$ cat src/rtl/apb_timer_pkg.sv
// rtl/apb_timer_pkg.sv - shared register map, CTRL bit positions and register-select enum for the APB timer
package apb_timer_pkg;

  localparam int unsigned DATA_W     = 32;
  localparam int unsigned CTRL_W     = 3;
  localparam int unsigned PRESCALE_W = 8;

  // Byte offsets within the 4 KiB target window; only bits [11:0] take part in decode
  localparam logic [11:0] CTRL_OFFSET     = 12'h000;
  localparam logic [11:0] COUNT_OFFSET    = 12'h004;
  localparam logic [11:0] COMPARE_OFFSET  = 12'h008;
  localparam logic [11:0] STATUS_OFFSET   = 12'h00C;
  localparam logic [11:0] PRESCALE_OFFSET = 12'h010;

  // CTRL bit positions
  localparam int unsigned CTRL_ENABLE_BIT = 0;
  localparam int unsigned CTRL_IRQ_EN_BIT = 1;
  localparam int unsigned CTRL_WRAP_BIT   = 2;

  // STATUS bit positions
  localparam int unsigned STATUS_MATCH_BIT = 0;

  // Register select, equal to paddr[4:2] of the decoded offset
  typedef enum logic [2:0] {
    REG_CTRL     = 3'd0,
    REG_COUNT    = 3'd1,
    REG_COMPARE  = 3'd2,
    REG_STATUS   = 3'd3,
    REG_PRESCALE = 3'd4
  } reg_sel_e;

  // Word-aligned view of an APB address inside the target window
  function automatic logic [11:0] word_offset(input logic [31:0] addr);
    return {addr[11:2], 2'b00};
  endfunction

endpackage

$ cat src/rtl/apb_timer_target_if.sv
// rtl/apb_timer_target_if.sv - APB request/response bundle for the timer target
interface apb_timer_target_if;

  logic [31:0] apb_request__paddr;
  logic        apb_request__psel;
  logic        apb_request__penable;
  logic        apb_request__pwrite;
  logic [31:0] apb_request__pwdata;

  logic [31:0] apb_response__prdata;
  logic        apb_response__pready;
  logic        apb_response__perr;

  modport master (
    output apb_request__paddr,
    output apb_request__psel,
    output apb_request__penable,
    output apb_request__pwrite,
    output apb_request__pwdata,
    input  apb_response__prdata,
    input  apb_response__pready,
    input  apb_response__perr
  );

  modport slave (
    input  apb_request__paddr,
    input  apb_request__psel,
    input  apb_request__penable,
    input  apb_request__pwrite,
    input  apb_request__pwdata,
    output apb_response__prdata,
    output apb_response__pready,
    output apb_response__perr
  );

endinterface

$ cat src/rtl/apb_timer_target.sv
// rtl/apb_timer_target.sv - APB timer with compare/match interrupt; APB_TIMER_PRESCALER_EN adds PRESCALE at 0x10
module apb_timer_target
  import apb_timer_pkg::*;
(
  input  logic                     clk,
  input  logic                     reset_n,
  apb_timer_target_if.slave        apb,
  output logic                     timer_irq
);

  // Register state
  logic [CTRL_W-1:0] ctrl_q;
  logic [DATA_W-1:0] count_q;
  logic [DATA_W-1:0] compare_q;
  logic              match_q;

  // Decode
  logic [11:0]       offset;
  reg_sel_e          sel;
  logic              sel_valid;
  logic              access;
  logic              wr_en;
  logic              wr_ctrl;
  logic              wr_count;
  logic              wr_compare;
  logic              wr_status;
  logic [DATA_W-1:0] rdata;

  // Counting
  logic              enable;
  logic              irq_en;
  logic              wrap_on_match;
  logic              tick;
  logic              count_hit;

  // Address bits outside the decoded window carry no meaning for this target
  logic              unused_addr_bits;
  assign unused_addr_bits = ^{apb.apb_request__paddr[31:12], apb.apb_request__paddr[1:0]};

  assign offset = word_offset(apb.apb_request__paddr);

  // Map the word offset to a register select; anything else is undecoded
  always_comb begin
    sel       = REG_CTRL;
    sel_valid = 1'b1;
    case (offset)
      CTRL_OFFSET:     sel = REG_CTRL;
      COUNT_OFFSET:    sel = REG_COUNT;
      COMPARE_OFFSET:  sel = REG_COMPARE;
      STATUS_OFFSET:   sel = REG_STATUS;
`ifdef APB_TIMER_PRESCALER_EN
      PRESCALE_OFFSET: sel = REG_PRESCALE;
`endif
      default:         sel_valid = 1'b0;
    endcase
  end

  assign access     = apb.apb_request__psel & apb.apb_request__penable;
  assign wr_en      = access & apb.apb_request__pwrite & sel_valid;
  assign wr_ctrl    = wr_en && (sel == REG_CTRL);
  assign wr_count   = wr_en && (sel == REG_COUNT);
  assign wr_compare = wr_en && (sel == REG_COMPARE);
  assign wr_status  = wr_en && (sel == REG_STATUS);

  assign enable        = ctrl_q[CTRL_ENABLE_BIT];
  assign irq_en        = ctrl_q[CTRL_IRQ_EN_BIT];
  assign wrap_on_match = ctrl_q[CTRL_WRAP_BIT];
  assign count_hit     = (count_q == compare_q);

`ifdef APB_TIMER_PRESCALER_EN
  logic              wr_prescale;
  logic [PRESCALE_W-1:0] prescale_q;
  logic [PRESCALE_W-1:0] div_q;

  assign wr_prescale = wr_en && (sel == REG_PRESCALE);

  // PRESCALE register
  always_ff @(posedge clk or negedge reset_n) begin
    if (!reset_n) begin
      prescale_q <= '0;
    end else if (wr_prescale) begin
      prescale_q <= apb.apb_request__pwdata[PRESCALE_W-1:0];
    end
  end

  // Divider restarts on a PRESCALE write or while disabled and wraps on each issued tick
  always_ff @(posedge clk or negedge reset_n) begin
    if (!reset_n) begin
      div_q <= '0;
    end else if (wr_prescale || !enable) begin
      div_q <= '0;
    end else if (div_q == prescale_q) begin
      div_q <= '0;
    end else begin
      div_q <= div_q + PRESCALE_W'(1);
    end
  end

  assign tick = enable && (div_q == prescale_q);
`else
  assign tick = enable;
`endif

  // CTRL register; bits above the defined fields are dropped on write
  always_ff @(posedge clk or negedge reset_n) begin
    if (!reset_n) begin
      ctrl_q <= '0;
    end else if (wr_ctrl) begin
      ctrl_q <= apb.apb_request__pwdata[CTRL_W-1:0];
    end
  end

  // COUNT: a software write beats a same-cycle tick; a tick wraps to 0 on match or counts up
  always_ff @(posedge clk or negedge reset_n) begin
    if (!reset_n) begin
      count_q <= '0;
    end else if (wr_count) begin
      count_q <= apb.apb_request__pwdata;
    end else if (tick) begin
      if (count_hit && wrap_on_match) begin
        count_q <= '0;
      end else begin
        count_q <= count_q + 32'd1;
      end
    end
  end

  // COMPARE register
  always_ff @(posedge clk or negedge reset_n) begin
    if (!reset_n) begin
      compare_q <= '0;
    end else if (wr_compare) begin
      compare_q <= apb.apb_request__pwdata;
    end
  end

  // STATUS.match: a new match on a tick wins over a coincident write-1-to-clear
  always_ff @(posedge clk or negedge reset_n) begin
    if (!reset_n) begin
      match_q <= 1'b0;
    end else if (tick && count_hit) begin
      match_q <= 1'b1;
    end else if (wr_status && apb.apb_request__pwdata[STATUS_MATCH_BIT]) begin
      match_q <= 1'b0;
    end
  end

  // Read mux: the decoded register while selected, zero otherwise
  always_comb begin
    rdata = '0;
    if (apb.apb_request__psel && sel_valid) begin
      case (sel)
        REG_CTRL:     rdata = {{(DATA_W-CTRL_W){1'b0}}, ctrl_q};
        REG_COUNT:    rdata = count_q;
        REG_COMPARE:  rdata = compare_q;
        REG_STATUS:   rdata = {{(DATA_W-1){1'b0}}, match_q};
`ifdef APB_TIMER_PRESCALER_EN
        REG_PRESCALE: rdata = {{(DATA_W-PRESCALE_W){1'b0}}, prescale_q};
`endif
        default:      rdata = '0;
      endcase
    end
  end

  assign apb.apb_response__prdata = rdata;
  assign apb.apb_response__pready = 1'b1;
  assign apb.apb_response__perr   = access & ~sel_valid;

  assign timer_irq = match_q & irq_en;

endmodule

$ cat src/flat_wrapper.sv
// flat-port wrapper written by rule: the top's interface ports become plain ports
module apb_timer_target_flat import apb_timer_pkg::*;
  (clk, reset_n, timer_irq, apb_apb_request__paddr, apb_apb_request__psel, apb_apb_request__penable, apb_apb_request__pwrite, apb_apb_request__pwdata, apb_apb_response__prdata, apb_apb_response__pready, apb_apb_response__perr);
  apb_timer_target_if apb_i ();
  input  logic clk;
  input  logic reset_n;
  output logic timer_irq;
  input wire logic [$bits(apb_i.apb_request__paddr)-1:0] apb_apb_request__paddr;
  input wire logic [$bits(apb_i.apb_request__psel)-1:0] apb_apb_request__psel;
  input wire logic [$bits(apb_i.apb_request__penable)-1:0] apb_apb_request__penable;
  input wire logic [$bits(apb_i.apb_request__pwrite)-1:0] apb_apb_request__pwrite;
  input wire logic [$bits(apb_i.apb_request__pwdata)-1:0] apb_apb_request__pwdata;
  output wire logic [$bits(apb_i.apb_response__prdata)-1:0] apb_apb_response__prdata;
  output wire logic [$bits(apb_i.apb_response__pready)-1:0] apb_apb_response__pready;
  output wire logic [$bits(apb_i.apb_response__perr)-1:0] apb_apb_response__perr;
  assign apb_i.apb_request__paddr = apb_apb_request__paddr;
  assign apb_i.apb_request__psel = apb_apb_request__psel;
  assign apb_i.apb_request__penable = apb_apb_request__penable;
  assign apb_i.apb_request__pwrite = apb_apb_request__pwrite;
  assign apb_i.apb_request__pwdata = apb_apb_request__pwdata;
  assign apb_apb_response__prdata = apb_i.apb_response__prdata;
  assign apb_apb_response__pready = apb_i.apb_response__pready;
  assign apb_apb_response__perr = apb_i.apb_response__perr;
  apb_timer_target u_core (.clk(clk), .reset_n(reset_n), .apb(apb_i), .timer_irq(timer_irq));
endmodule
$ cat config.mk
export PLATFORM = sky130hd
export DESIGN_NAME = apb_timer_target_flat
export DESIGN_NICKNAME = d
export VERILOG_FILES = /design/src/rtl/apb_timer_pkg.sv /design/src/rtl/apb_timer_target_if.sv /design/src/rtl/apb_timer_target.sv /design/src/flat_wrapper.sv
export SDC_FILE = /design/constraint.sdc
export NUM_CORES = 1
export LEC_CHECK = 0
export BUFFER_PORTS_ARGS = -buffer_cell sky130_fd_sc_hd__buf_4
export CAP_MARGIN = 10
export CORE_ASPECT_RATIO = 0.9
export CORE_MARGIN = 2
export CORE_UTILIZATION = 49
export CTS_CLUSTER_DIAMETER = 40
export CTS_CLUSTER_SIZE = 40
export DETAILED_ROUTE_END_ITERATION = 16
export PLACE_DENSITY = 0.73
export SLEW_MARGIN = 20
export SYNTH_ARGS = -nofsm -noshare
export SYNTH_HDL_FRONTEND = slang
export SYNTH_SLANG_ARGS = --single-unit
export TNS_END_PERCENT = 1
$ cat constraint.sdc
create_clock -name clk -period 3.21 [get_ports clk]
set_clock_uncertainty 0.15 [all_clocks]
set_input_delay 0.1605 -clock clk [delete_from_list [all_inputs] [get_ports clk]]
set_output_delay 0.1605 -clock clk [all_outputs]
set_load 0.005 [all_outputs]
# Word level (Yosys, flattened, before mapping)
# Index checks and enable logic that the tools add are counted.
[totals]
regBits = 68
input_bits = 69
out_inout_bits = 35
wordCells = 40
[op_classes]
add_sub_neg = 1
n_eq_ne = 7
n_mux = 9
bitwise_logic = 6
reduce_logical = 13
[op_table]
columns = ["op", "count"]
rows = [
  ["32-bit two-way mux", 4],
  ["32-bit one-hot mux with 4 select lines", 1],
  ["32-bit by 1-bit adder with 32-bit output (second input constant)", 1],
  ["32-bit equality test", 1],
  ["10-bit by 2-bit equality test with 1-bit output (second input constant)", 2],
  ["12-bit zero test", 1],
  ["10-bit by 1-bit equality test with 1-bit output (second input constant)", 1],
  ["1-bit logical AND", 8],
  ["2-bit one-hot mux with 3 select lines", 1],
  ["1-bit AND", 5],
  ["2-bit equality test (second input constant)", 2],
  ["2-bit nonzero test", 2],
  ["4-bit OR reduction", 1],
  ["3-bit zero test", 1],
  ["1-bit two-way mux", 3],
  ["2-bit by 1-bit equality test with 1-bit output (second input constant)", 1],
  ["1-bit inverter", 1],
]

# Longest topological paths before layout
# Gate-level depths: netlist of the first run.
[depth]
ltp_word = 8
ltp_mapped = 9
mapped_depth_nobuf = 7

# Worst setup path after synthesis of the first run
# Ideal clock, no wire load.
[synth_timing]
kind = "flip-flop to flip-flop"
startpoint = "reg u_core.count_q[15]"
endpoint = "reg u_core.count_q[10]"
setup_time_ns = 0.142
arrival_ns = 1.793
setup_slack_ns = 1.125
path_stages_with_launch = 10
path_buffers = 3
path_cell_list = "dfrtp_1 > clkbuf_1 > xnor2_1 > nand4_1 > nor4_1 > and2_1 > o2111a_1 > buf_2 > buf_2 > a211oi_1"
[synth_between]
elab_chain_len = 5
[synth_rtl]
columns = ["item", "line_no", "text"]
rows = [
  ["start: declaration", "apb_timer_target.sv:13", "logic [DATA_W-1:0] count_q;"],
  ["start signal: assignment", "apb_timer_target.sv:118", "count_q <= apb.apb_request__pwdata;"],
  ["start signal: assignment", "apb_timer_target.sv:123", "count_q <= count_q + 32'd1;"],
  ["32-bit equality test", "apb_timer_target.sv:68", "assign count_hit = (count_q == compare_q);"],
  ["1-bit logical AND", "apb_timer_target.sv:120", "if (count_hit && wrap_on_match) begin"],
  ["32-bit two-way mux", "apb_timer_target.sv:120", ""],
  ["32-bit two-way mux", "apb_timer_target.sv:119", "end else if (tick) begin"],
  ["32-bit two-way mux", "apb_timer_target.sv:117", "end else if (wr_count) begin"],
]
# No other way between the ends. The select of a mux whose other input is x is not followed.
# A chain may end at the register's enable or synchronous reset.

# Final worst setup path of the first run
[layout_timing]
startpoint = "reg u_core.count_q[0]"
endpoint = "reg u_core.count_q[26]"
[layout_between]
elab_chain_len = 5
[layout_rtl]
columns = ["item", "line_no"]
rows = [
  ["branches (longest 2 deep; another with 32-bit by 1-bit adder with 32-bit output)", "--"],
  ["32-bit two-way mux (*)", "apb_timer_target.sv:120"],
  ["32-bit two-way mux (*)", "apb_timer_target.sv:119"],
  ["32-bit two-way mux (*)", "apb_timer_target.sv:117"],
]
# Every way passes the cells marked *. The select of a mux whose other input is x is not followed.

==> results by group, run 1 <==
Clocking
  • CTS buffer count: 9
  • TritonCTS clock tree: done
  • Num Clock Sinks: 68
  • Clk slew on worst S/H paths: ~0.090 ns
  • Worst-skew pair later-pin latency: roughly 0.37 ns
  • Post-CTS setup buffers: 0
  • Clk root buf: clkbuf_8
  • H-tree levels: 3
  • Maximum root-to-sink buffer count: 2

Floorplanning
  • Starting Density: between 50% and 60%
  • Ports: 104
  • Die area: 0.009298 mm²
  • Core area: between 0.008 and 0.009 mm²
  • FP Rows: 31
  • Die height: slightly above 90 µm
  • Die width: between 100 and 150 µm

GRT
  • Total GRT Usage: 25.53%
  • Antenna violations before repair: 0
  • First-pass GRT wire length: 18620 µm
  • Vias in the first global route: around 3700
  • Largest net degree at the start of global routing: a little under 70
  • Overflow after GRT: 0

Synthesis
  • Post-Syn Area: 0.004185 mm²
  • Post-synth EDFFs: 0
  • Main flop type after synthesis: dfrtp_1
  • Yosys warnings: 0
  • Post-Syn Area per Cell: about 9.4 µm²
  • Mapped Cells: 447
  • Ys async rst share: 100.0%
  • Syn Nets: 517
  • Flops & latches, synth: between 60 and 70
  • Sequential share of the synthesized area: 40.66%
  • Synth unique cells: 42

Critical path
  • Startpoint Class: flip-flop
  • R2R depth: 7
  • Crit Path Max Fanout: 8
  • Worst path arrival time: 2.65 ns
  • Reg2reg setup slack: around 0.69 ns
  • WS Path Type: reg -> reg
  • Crit. End Element: flip-flop
  • Reg-to-reg startpoint: u_core.count_q[0]
  • RR Endpoint: u_core.count_q[26]
  • Beginning of the critical path: u_core.count_q[0]
  • WP data required: approximately 3.3 ns

Job
  • Max_cap viols: 0

Placed design
  • Dpl hpwl: between 7000 and 8000 µm
  • Pre-CTS setup slack: approximately 0.6 ns
  • Routability cong.: 0.8863
  • DP Area: 0.004843 mm²
  • I/O Buffers: 80

Timing
  • Tcrit/Tclk final: 78.64%
  • Fmax: between 0.3 and 0.4 GHz
  • Final setup margin: slightly below 0.7 ns
  • Relative slew slack: 39.72%
  • Least-Margin Pin Slew: ~0.9 ns
  • Unrepaired setup endpoints after global routing: false
  • Fin crit period: approximately 2.5 ns
  • Setup TNS: 0 ns
  • Max-slew violation count: 0
  • Final Setup Violations: 0
  • Fin. Hold Viols: 0

Cells and area
  • Post-layout instance area: around 0.0054 mm²
  • Share of cells above drive strength 1: between 20% and 30%
  • NumNets Final: 613
  • P&R area growth vs syn: 28.94%
  • Ant diodes: 0
  • Filler Cell Count: roughly 670

Worst hold path
  • Worst hold path startpoint: apb_apb_request__paddr[3]
  • Worst hold-check path type: in -> reg
  • Worst Hold End: u_core.match_q
  • Worst hold path cell count: 4

Routing
  • Via count: approximately 3800
  • Remaining DRCs: 0
  • Initial detailed-routing violation count: between 200 and 250
  • DR pass1 iterations: 5
  • Post-Route WL: approximately 11000 µm
  • Wire per inst: 17.03 µm
  • Antenna-violating nets left: 0
  • Via density: between 5 and 6

Pwr
  • Pleak: roughly 0.0023 µW
  • Worst vdd ir: between 0.0002 and 0.00025 V
  • Final Power: a little over 2000 µW
  • PwrDens: ~380 mW/mm²

Status
  • Status: finished, final reports clean
-- kinds of logic after synthesis --
family | count (synthesis) | share of synthesized area, %
DFF | 68 | 40.66
muxes | 36 | 9.656
AOI/OAI and AO/OA | 73 | 12.35
buffers and inverters | 38 | 3.886
other | 1 | 0.08960
adders and majority gates | 1 | 0.2989
xor gates and xnor gates | 59 | 12.35
and+or+nand+nor | 171 | 20.72
-- repair_timing --
action                                  CTS  global route
gates resized for setup                   0             0
hold endpoints to repair                135             0
endpoints found under the setup margin    0             0
hold buffers                             33             0
-- per-layer routing --
layer | wire, µm | share of wire [%] | global-route usage, % | up-vias
li1 | - | - | - | 1789
met1 | 5195 | 46 | 35.21 | 1849
met2 | 5377 | 48 | 40.78 | 109
met3 | 569 | 5.0 | 6.021 | 12
met4 | 151 | 1.3 | 5.856 | 0
met5 | 0 | 0 | 0 | -
-- Yosys cell counts (5+ instances only) --
master / count / area share, %
xnor2_1: 44 / 9.2
nor3_1: 5 / 0.60
o21ai_0: 5 / 0.60
xor2_1: 15 / 3.1
a21oi_1: 8 / 0.96
dfrtp_1: 68 / 41
nor2_1: 76 / 6.8
mux2_2: 5 / 1.3
clkbuf_1: 20 / 1.8
nand3_1: 13 / 1.6
nand4_1: 22 / 3.3
mux2_1: 30 / 8.1
a211oi_1: 27 / 4.8
buf_2: 11 / 1.3
a22oi_1: 29 / 5.2
and3_1: 9 / 1.3
nand2_1: 21 / 1.9
-- flip-flops by register name, indices dropped and copies added, names as in the netlist --
register / flops
u_core.compare_q: 32
u_core.count_q: 32
u_core.ctrl_q: 3
u_core.match_q: 1
-- per-stage QoR --
step / hold WS [ns] / instances / utilization (%)
3_5_place_dp: 0.1925 / 614 / 59.18
6_report: 0.01828 / 663 / 65.94
5_1_grt: 0.03857 / 663 / 65.94
3_3_place_gp: 0.1848 / 614 / 59.18
2_1_floorplan: -0.2851 / 447 / -
4_1_cts: 0.008264 / 663 / 65.94
-- cell type report --
cell class,instances,area [µm²],share of cell area [%]
clock buffer,9,123.9,2.295
clock inverter,7,98.84,1.832
inverter,2,7.507,0.1391
sequential,68,1702,31.53
timing repair buffer,121,991.0,18.36
tap,115,143.9,2.666
multi-input combinational,341,2330,43.17
-- worst max-delay path, stage by stage, from the launching register on --
cell and delay (ns):
dfrtp_1 0.47, ha_1 0.23, nand4_1 0.22, nor3_2 0.48
and3_1 0.32, nand4_1 0.14, xor2_1 0.18, a211oi_1 0.25
-- cell usage in the layout, fill, tap and decap left out, types with 4 or more instances in the layout --
cell / n
mux2_2: 5
xor2_1: 15
and2_1: 4
a211oi_1: 27
a21oi_1: 8
nand4_1: 22
and3_1: 9
nor3_1: 5
clkbuf_8: 9
nand2_1: 20
mux2_1: 30
dfrtp_1: 68
nor2_1: 76
dlygate4sd3_1: 33
o21ai_0: 5
buf_4: 88
nor4_1: 4
nand3_1: 13
a22oi_1: 29
xnor2_1: 44
-- worst max-delay path by stage --
stage | to | slack [ns] | cells after the start
2_1_floorplan | u_core.count_q[10] | 1.12 | 9
3_3_place_gp | u_core.compare_q[12] | 0.69 | 5
3_5_place_dp | u_core.compare_q[25] | 0.61 | 5
4_1_cts | u_core.count_q[26] | 0.69 | 7
5_1_grt | u_core.count_q[26] | 0.52 | 7
6_report | u_core.count_q[26] | 0.69 | 7
-- where the power goes --
group / total, µW / internal, µW / leakage [µW] / switching [µW]
Clock: 818 / 443 / 0.000110 / 376
Sequential: 934 / 885 / 0.000790 / 49.1
Combinational: 314 / 149 / 0.00138 / 165
Power figures use the tool's default switching activity.
==> run 2: changes to the inputs <==
- PLACE_DENSITY: 0.73 -> 0.76
- clock period: 3.21 -> 2.05 ns (I/O delays scaled with it)
==> run 2 against run 1 <==
Effect of this change: the flow now finishes with violations (negative setup slack); core utilization grew 9.6 points; wire length grew 17%; via count grew 12%; count of clock-buffer cells in the layout is the same; clock power grew 71%; cell count grew 11%; combinational power grew 120%; flip-flop and latch count is the same.
==> results by group, run 2 (synthesis results as in run 1) <==
Status
  • Status: finished, violations left
  • Failing checks: negative setup slack

Timing
  • Fin crit period: 2.163 ns (-0.3615 ns)
  • Final setup margin: -0.1129 ns (-0.7985 ns)
  • Setup TNS: -2.437 ns (-2.437 ns)
  • Unrepaired setup endpoints after global routing: true
  • Final Setup Violations: 33 (+33)
  • Fmax: 0.4623 GHz (+17%)
  • Fin. Hold Viols: 0 (unchanged)
  • Max-slew violation count: 0 (unchanged)
  • Tcrit/Tclk final: 105.5% (+27 points)

Routing
  • Post-Route WL: 13230 µm (+17%)
  • Via count: 4217 (+12%)
  • Remaining DRCs: 0 (unchanged)
  • Via density: 5.714 (+0.78%)
  • Antenna-violating nets left: 0 (unchanged)
  • Wire per inst: 17.92 µm (+5.2%)
  • DR pass1 iterations: 5 (unchanged)
  • Initial detailed-routing violation count: 285 (+23%)

Cells and area
  • Most common cell after layout, fill and taps aside: buf_4
  • Share of cells above drive strength 1: 33.87% (+12 points)
  • NumNets Final: 688 (+12%)
  • Post-layout instance area: 0.006183 mm² (+15%)
  • Filler Cell Count: 547 (-18%)
  • P&R area growth vs syn: 47.74%
  • Most frequent cells in the layout: 148 x buf_4, 74 x nor2_1, 66 x dfrtp_1
  • Top Registers: u_core.compare_q (32), u_core.count_q (32), u_core.ctrl_q (3)
  • Ant diodes: 0 (unchanged)

Clocking
  • Clk root buf: clkbuf_8
  • Worst-skew pair later-pin latency: 0.36 ns (about the same)
  • Num Clock Sinks: 68 (unchanged)
  • Clk slew on worst S/H paths: 0.09 ns (about the same)
  • Maximum root-to-sink buffer count: 2 (unchanged)
  • H-tree levels: 3 (unchanged)
  • TritonCTS clock tree: done
  • CTS buffer count: 9 (unchanged)

Placed design
  • Dpl hpwl: 9014 µm (+18%)
  • DP Area: 0.005419 mm² (+12%)
  • Routability cong.: 0.8657 (-2.3%)
  • I/O Buffers: 80 (unchanged)

Floorplanning
  • Die width: 101.4 µm (unchanged)
  • Starting Density: 51.14% (unchanged)
  • Die area: 0.009298 mm² (unchanged)
  • Die height: 91.68 µm (unchanged)
  • FP Rows: 31 (unchanged)
  • Core area: 0.008184 mm² (unchanged)
  • Ports: 104 (unchanged)

Critical path
  • Crit-path cells: xnor2_2 -> nand4_1 -> nor4_1 -> buf_4 -> and2_4 -> o2111a_2 -> buf_8 -> a211oi_1
  • Worst path arrival time: 2.23 ns (-0.42 ns)
  • Crit. End Element: flip-flop
  • CP max stage cell: dfrtp_1
  • RR Endpoint: u_core.count_q[3]
  • WS Path Type: reg -> reg
  • R2R depth: 8 (+1)
  • CP peak stage delay: 0.43 ns (-0.05 ns)
  • Crit Path Max Fanout: 12 (+4)
  • Reg-to-reg startpoint: u_core.compare_q[8]
  • Startpoint Class: flip-flop
  • Reg2reg setup slack: -0.11 ns (-0.80 ns)
  • WP data required: 2.12 ns (-1.21 ns)

GRT
  • First-pass GRT wire length: 21530 µm (+16%)
  • GR Util met3: 6.021% (unchanged)
  • GR Util met1: 39.15% (+3.9 points)
  • Largest net degree at the start of global routing: 69 (unchanged)
  • Vias in the first global route: 4315 (+18%)
  • Total GRT Usage: 29.67% (+4.1 points)
  • Layer with the highest usage: met2
  • GR Util met2: 48.95% (+8.2 points)
  • Antenna violations before repair: 0 (unchanged)
  • Overflow after GRT: 0 (unchanged)

Pwr
  • PwrDens: 572.7 mW/mm² (+50%)
  • Pleak: 0.002748 µW (+20%)
  • Worst vdd ir: 0.0004396 V (+83%)

Job
  • Max_cap viols: 0 (unchanged)

Worst hold path
  • Worst hold-check path type: in -> async
[run 2: worst max-delay path by stage]
stage | from | to
after floorplan | u_core.count_q[2] | u_core.count_q[10]
after global placement | u_core.compare_q[4] | u_core.count_q[25]
after detailed placement | u_core.compare_q[4] | u_core.count_q[18]
after CTS | u_core.count_q[4] | u_core.count_q[3]
after global routing | u_core.compare_q[17] | u_core.count_q[9]
final | u_core.compare_q[8] | u_core.count_q[3]
[run 2: layout make-up]
cell class	instances	area, µm²	area share (%)
clock buffer	9	123.9	2.003
tap	115	143.9	2.327
inverter	2	7.507	0.1214
multi-input combinational	341	2435	39.38
clock inverter	7	122.6	1.983
sequential	68	1704	27.56
timing repair buffer	196	1647	26.63
[run 2: power by group]
part | leakage (µW) | total, µW | internal, µW | switching [µW]
Sequential | 0.000789 | 1440 | 1390 | 55.1
Combinational | 0.00184 | 704 | 368 | 336
Clock | 0.000116 | 1400 | 816 | 579
[run 2: metal layers]
layer  vias up  part of all wire [%]
li1       1930                     -
met1      2066                    42
met2       188                    49
met3        33                   5.8
met4         0                   2.4
met5         -                     0
[run 2: stage by stage]
step	util (%)	total power (µW)	setup slack, ns	hold WS (ns)	std cells
6_report	75.55	3541	-0.1129	0.1306	738
5_1_grt	75.55	3675	-0.2419	0.1643	738
3_5_place_dp	66.21	2057	-0.1549	-0.007245	684
4_1_cts	74.71	3520	-0.1062	0.1284	738
3_3_place_gp	66.21	2038	-0.1034	-0.01239	684
2_1_floorplan	-	1736	0.009158	-0.3431	447
[run 2: critical path, delay by kind of cell (launching register included)]
family                    cells  cell delay (ns)
and+or+nand+nor               3             0.52
DFF                           1             0.43
AOI/OAI and AO/OA             2             0.34
xor gates and xnor gates      1             0.25
buffers and inverters         2             0.33
[run 2: repair_timing]
item,in CTS,in global routing
resized for setup,19,14
setup endpoints to repair,46,63
pin swaps,11,3
gates cloned,1,0
hold buffers,35,0
setup buffers,2,0
endpoints found under the hold margin,136,0
==> run 3: changes to the inputs <==
- PLACE_DENSITY: 0.76 -> 0.89
==> run 3 against run 2 <==
Effect of this change: the flow still finishes with violations (negative setup slack); largest power group unchanged; power decreased by 2.1%; critical endpoint is now u_core.count_q[31]; worst setup slack lost 0.14 ns; global-route usage grew 3.7 points; fmax decreased by 5.9%; hold slack lost 0.10 ns; flip-flop and latch count stayed put; wire length is 13% higher; clock power is 10% lower; register-to-register slack lost 0.14 ns; count of clock-buffer cells in the layout grew 1.
==> results by group, run 3 (synthesis results as in run 1) <==
Cells and area
  • Top Registers: u_core.compare_q (32), u_core.count_q (32), u_core.ctrl_q (3)
  • Most frequent cells in the layout: 149 x buf_4, 75 x nor2_1, 67 x dfrtp_1
  • Most common cell after layout, fill and taps aside: buf_4
  • NumNets Final: 686 (-0.29%)
  • Share of cells above drive strength 1: 33.33% (-0.54 points)
  • P&R area growth vs syn: 45.98%

GRT
  • Largest net degree at the start of global routing: 69 (unchanged)
  • Vias in the first global route: 4547 (+5.4%)
  • Total GRT Usage: 33.37% (+3.7 points)
  • First-pass GRT wire length: 23810 µm (+11%)
  • Overflow after GRT: 0 (unchanged)
  • Antenna violations before repair: 0 (unchanged)

Critical path
  • WP data required: 2.13 ns (about the same)
  • Crit. End Element: flip-flop
  • Reg-to-reg startpoint: u_core.compare_q[18]
  • WS Path Type: reg -> reg
  • Crit Path Max Fanout: 14 (+2)
  • RR Endpoint: u_core.count_q[31]
  • Startpoint Class: flip-flop
  • Reg2reg setup slack: -0.25 ns (-0.14 ns)
  • Worst path arrival time: 2.38 ns (+0.15 ns)
  • R2R depth: 8 (unchanged)

Timing
  • Relative slew slack: between 40% and 50%
  • Max-slew violation count: 0 (unchanged)
  • Unrepaired setup endpoints after global routing: true
  • Tcrit/Tclk final: 112.1% (+6.6 points)
  • Final setup margin: -0.2482 ns (-0.1354 ns)
  • Final Setup Violations: 40 (+21%)
  • Fin. Hold Viols: 0 (unchanged)
  • Setup TNS: -7.027 ns (-4.590 ns)
  • Least-Margin Pin Slew: roughly 0.89 ns
  • Fin crit period: 2.298 ns (+0.1354 ns)
  • Fmax: 0.4351 GHz (-5.9%)
  • Worst hold slack: 0.02993 ns (-0.1007 ns)

Routing
  • Initial detailed-routing violation count: 532 (+87%)
  • Met3 WL post-DR: 1430 µm (+85%)
  • Via density: 6.113 (+7.0%)
  • Antenna-violating nets left: 0 (unchanged)
  • DR pass1 iterations: 8 (+3)
  • Post-Route M1 WL: 5665 µm (+1.2%)
  • Wire per inst: 20.29 µm (+13%)
  • Met2 Wirelength: 6957 µm (+6.6%)
  • Post-Route WL: 14960 µm (+13%)
  • Via count: 4505 (+6.8%)
  • Remaining DRCs: 0 (unchanged)
  • Highest routed layer: met4

Status
  • Status: finished, violations left
  • Failing checks: negative setup slack

Clocking
  • Num Clock Sinks: 68 (unchanged)
  • Clk root buf: clkbuf_8
  • Worst-skew pair later-pin latency: 0.36 ns (about the same)
  • TritonCTS clock tree: done
  • Clk slew on worst S/H paths: 0.08 ns (about the same)
  • Maximum root-to-sink buffer count: 2 (unchanged)
  • H-tree levels: 3 (unchanged)
  • CTS buffer count: 9 (unchanged)

Worst hold path
  • Worst hold-check path type: in -> reg
  • Worst Hold End: u_core.match_q
  • Worst hold path cell count: 4
  • Worst hold path startpoint: apb_apb_request__paddr[2]

Floorplanning
  • Die area: 0.009298 mm² (unchanged)
  • FP Rows: 31 (unchanged)
  • Starting Density: 51.14% (unchanged)
  • Die height: 91.68 µm (unchanged)
  • Core area: 0.008184 mm² (unchanged)
  • Ports: 104 (unchanged)
  • Die width: 101.4 µm (unchanged)

Job
  • Max_cap viols: 0 (unchanged)

Placed design
  • Pre-CTS setup slack: -0.1773 ns (-0.02241 ns)
  • Dpl hpwl: 9234 µm (+2.4%)
  • I/O Buffers: 80 (unchanged)
  • Routability cong.: 0.9084 (+4.9%)

Pwr
  • PwrDens: 567.3 mW/mm² (-0.95%)
  • Pleak: 0.002688 µW (-2.2%)
  • Worst vdd ir: 0.0004427 V (+0.71%)
[run 3: changes by cell type in the layout (fill, tap and decap cells not counted), moves of 2 or more]
cell	delta
buf_12	-2
nor3_4	+2
inv_6	-2
xnor2_1	+4
a22oi_1	-2
xnor2_2	-4
a22oi_2	+2
[run 3: final cells by class]
cell class	count	area, µm²
Sequential cell	68	1703
Clock inverter	6	87.58
Multi-Input combinational cell	341	2427
Timing Repair Buffer	194	1600
Clock buffer	10	137.6
Tap cell	115	143.9
Antenna cell	1	2.502
Inverter	2	7.507
Fill cell	498	2074
[run 3: repair_timing]
item	4_1_cts	5_1_grt
setup endpoints to repair	46	63
hold buffers	34	0
pin swaps	5	4
buffers inserted	3	0
resized for setup	21	8
endpoints found under the hold margin	136	0
[run 3: stage by stage]
| stage | util (%) | cells | total power, µW | instance area, µm² |
|---|---|---|---|---|
| 4_1_cts | 74.22 | 736 | 3426 | 6075 |
| 2_1_floorplan | - | 447 | 1736 | 4189 |
| 3_3_place_gp | 65.82 | 683 | 2033 | 5386 |
| 6_report | 74.65 | 737 | 3466 | 6110 |
| 5_1_grt | 74.62 | 736 | 3574 | 6107 |
| 3_5_place_dp | 65.82 | 683 | 2058 | 5386 |
[run 3: critical path, cell delays in order, from the launching register on]
cell and delay [ns]:
dfrtp_1 0.40, xnor2_1 0.32, nand4_1 0.18, nor4_1 0.31, buf_4 0.17, and2_4 0.13
o2111a_1 0.24, buf_6 0.19, a211oi_1 0.07
[run 3: worst max path at each step]
stage                                     from                  to  slack [ns]  depth (start not counted)
final                     u_core.compare_q[18]  u_core.count_q[31]       -0.25                          8
after global routing       u_core.compare_q[4]  u_core.count_q[28]       -0.30                          9
after CTS                    u_core.count_q[8]  u_core.count_q[23]       -0.12                          8
after detailed placement   u_core.compare_q[4]  u_core.count_q[30]       -0.18                          9
after global placement     u_core.compare_q[4]  u_core.count_q[20]       -0.14                          9
after floorplan              u_core.count_q[2]  u_core.count_q[10]       0.009                          9
[run 3: where the power goes]
part           total, µW  internal (µW)  switching [µW]
logic                758            375             383
registers           1440           1390            57.2
clock network       1260            715             550
total               3470           2480             990
[run 3: metal layers]
layer	global-route usage, %	vias to the layer above
li1	-	1927
met1	41.74	2130
met2	52.37	346
met3	9.756	102
met4	16.78	0
met5	0	-
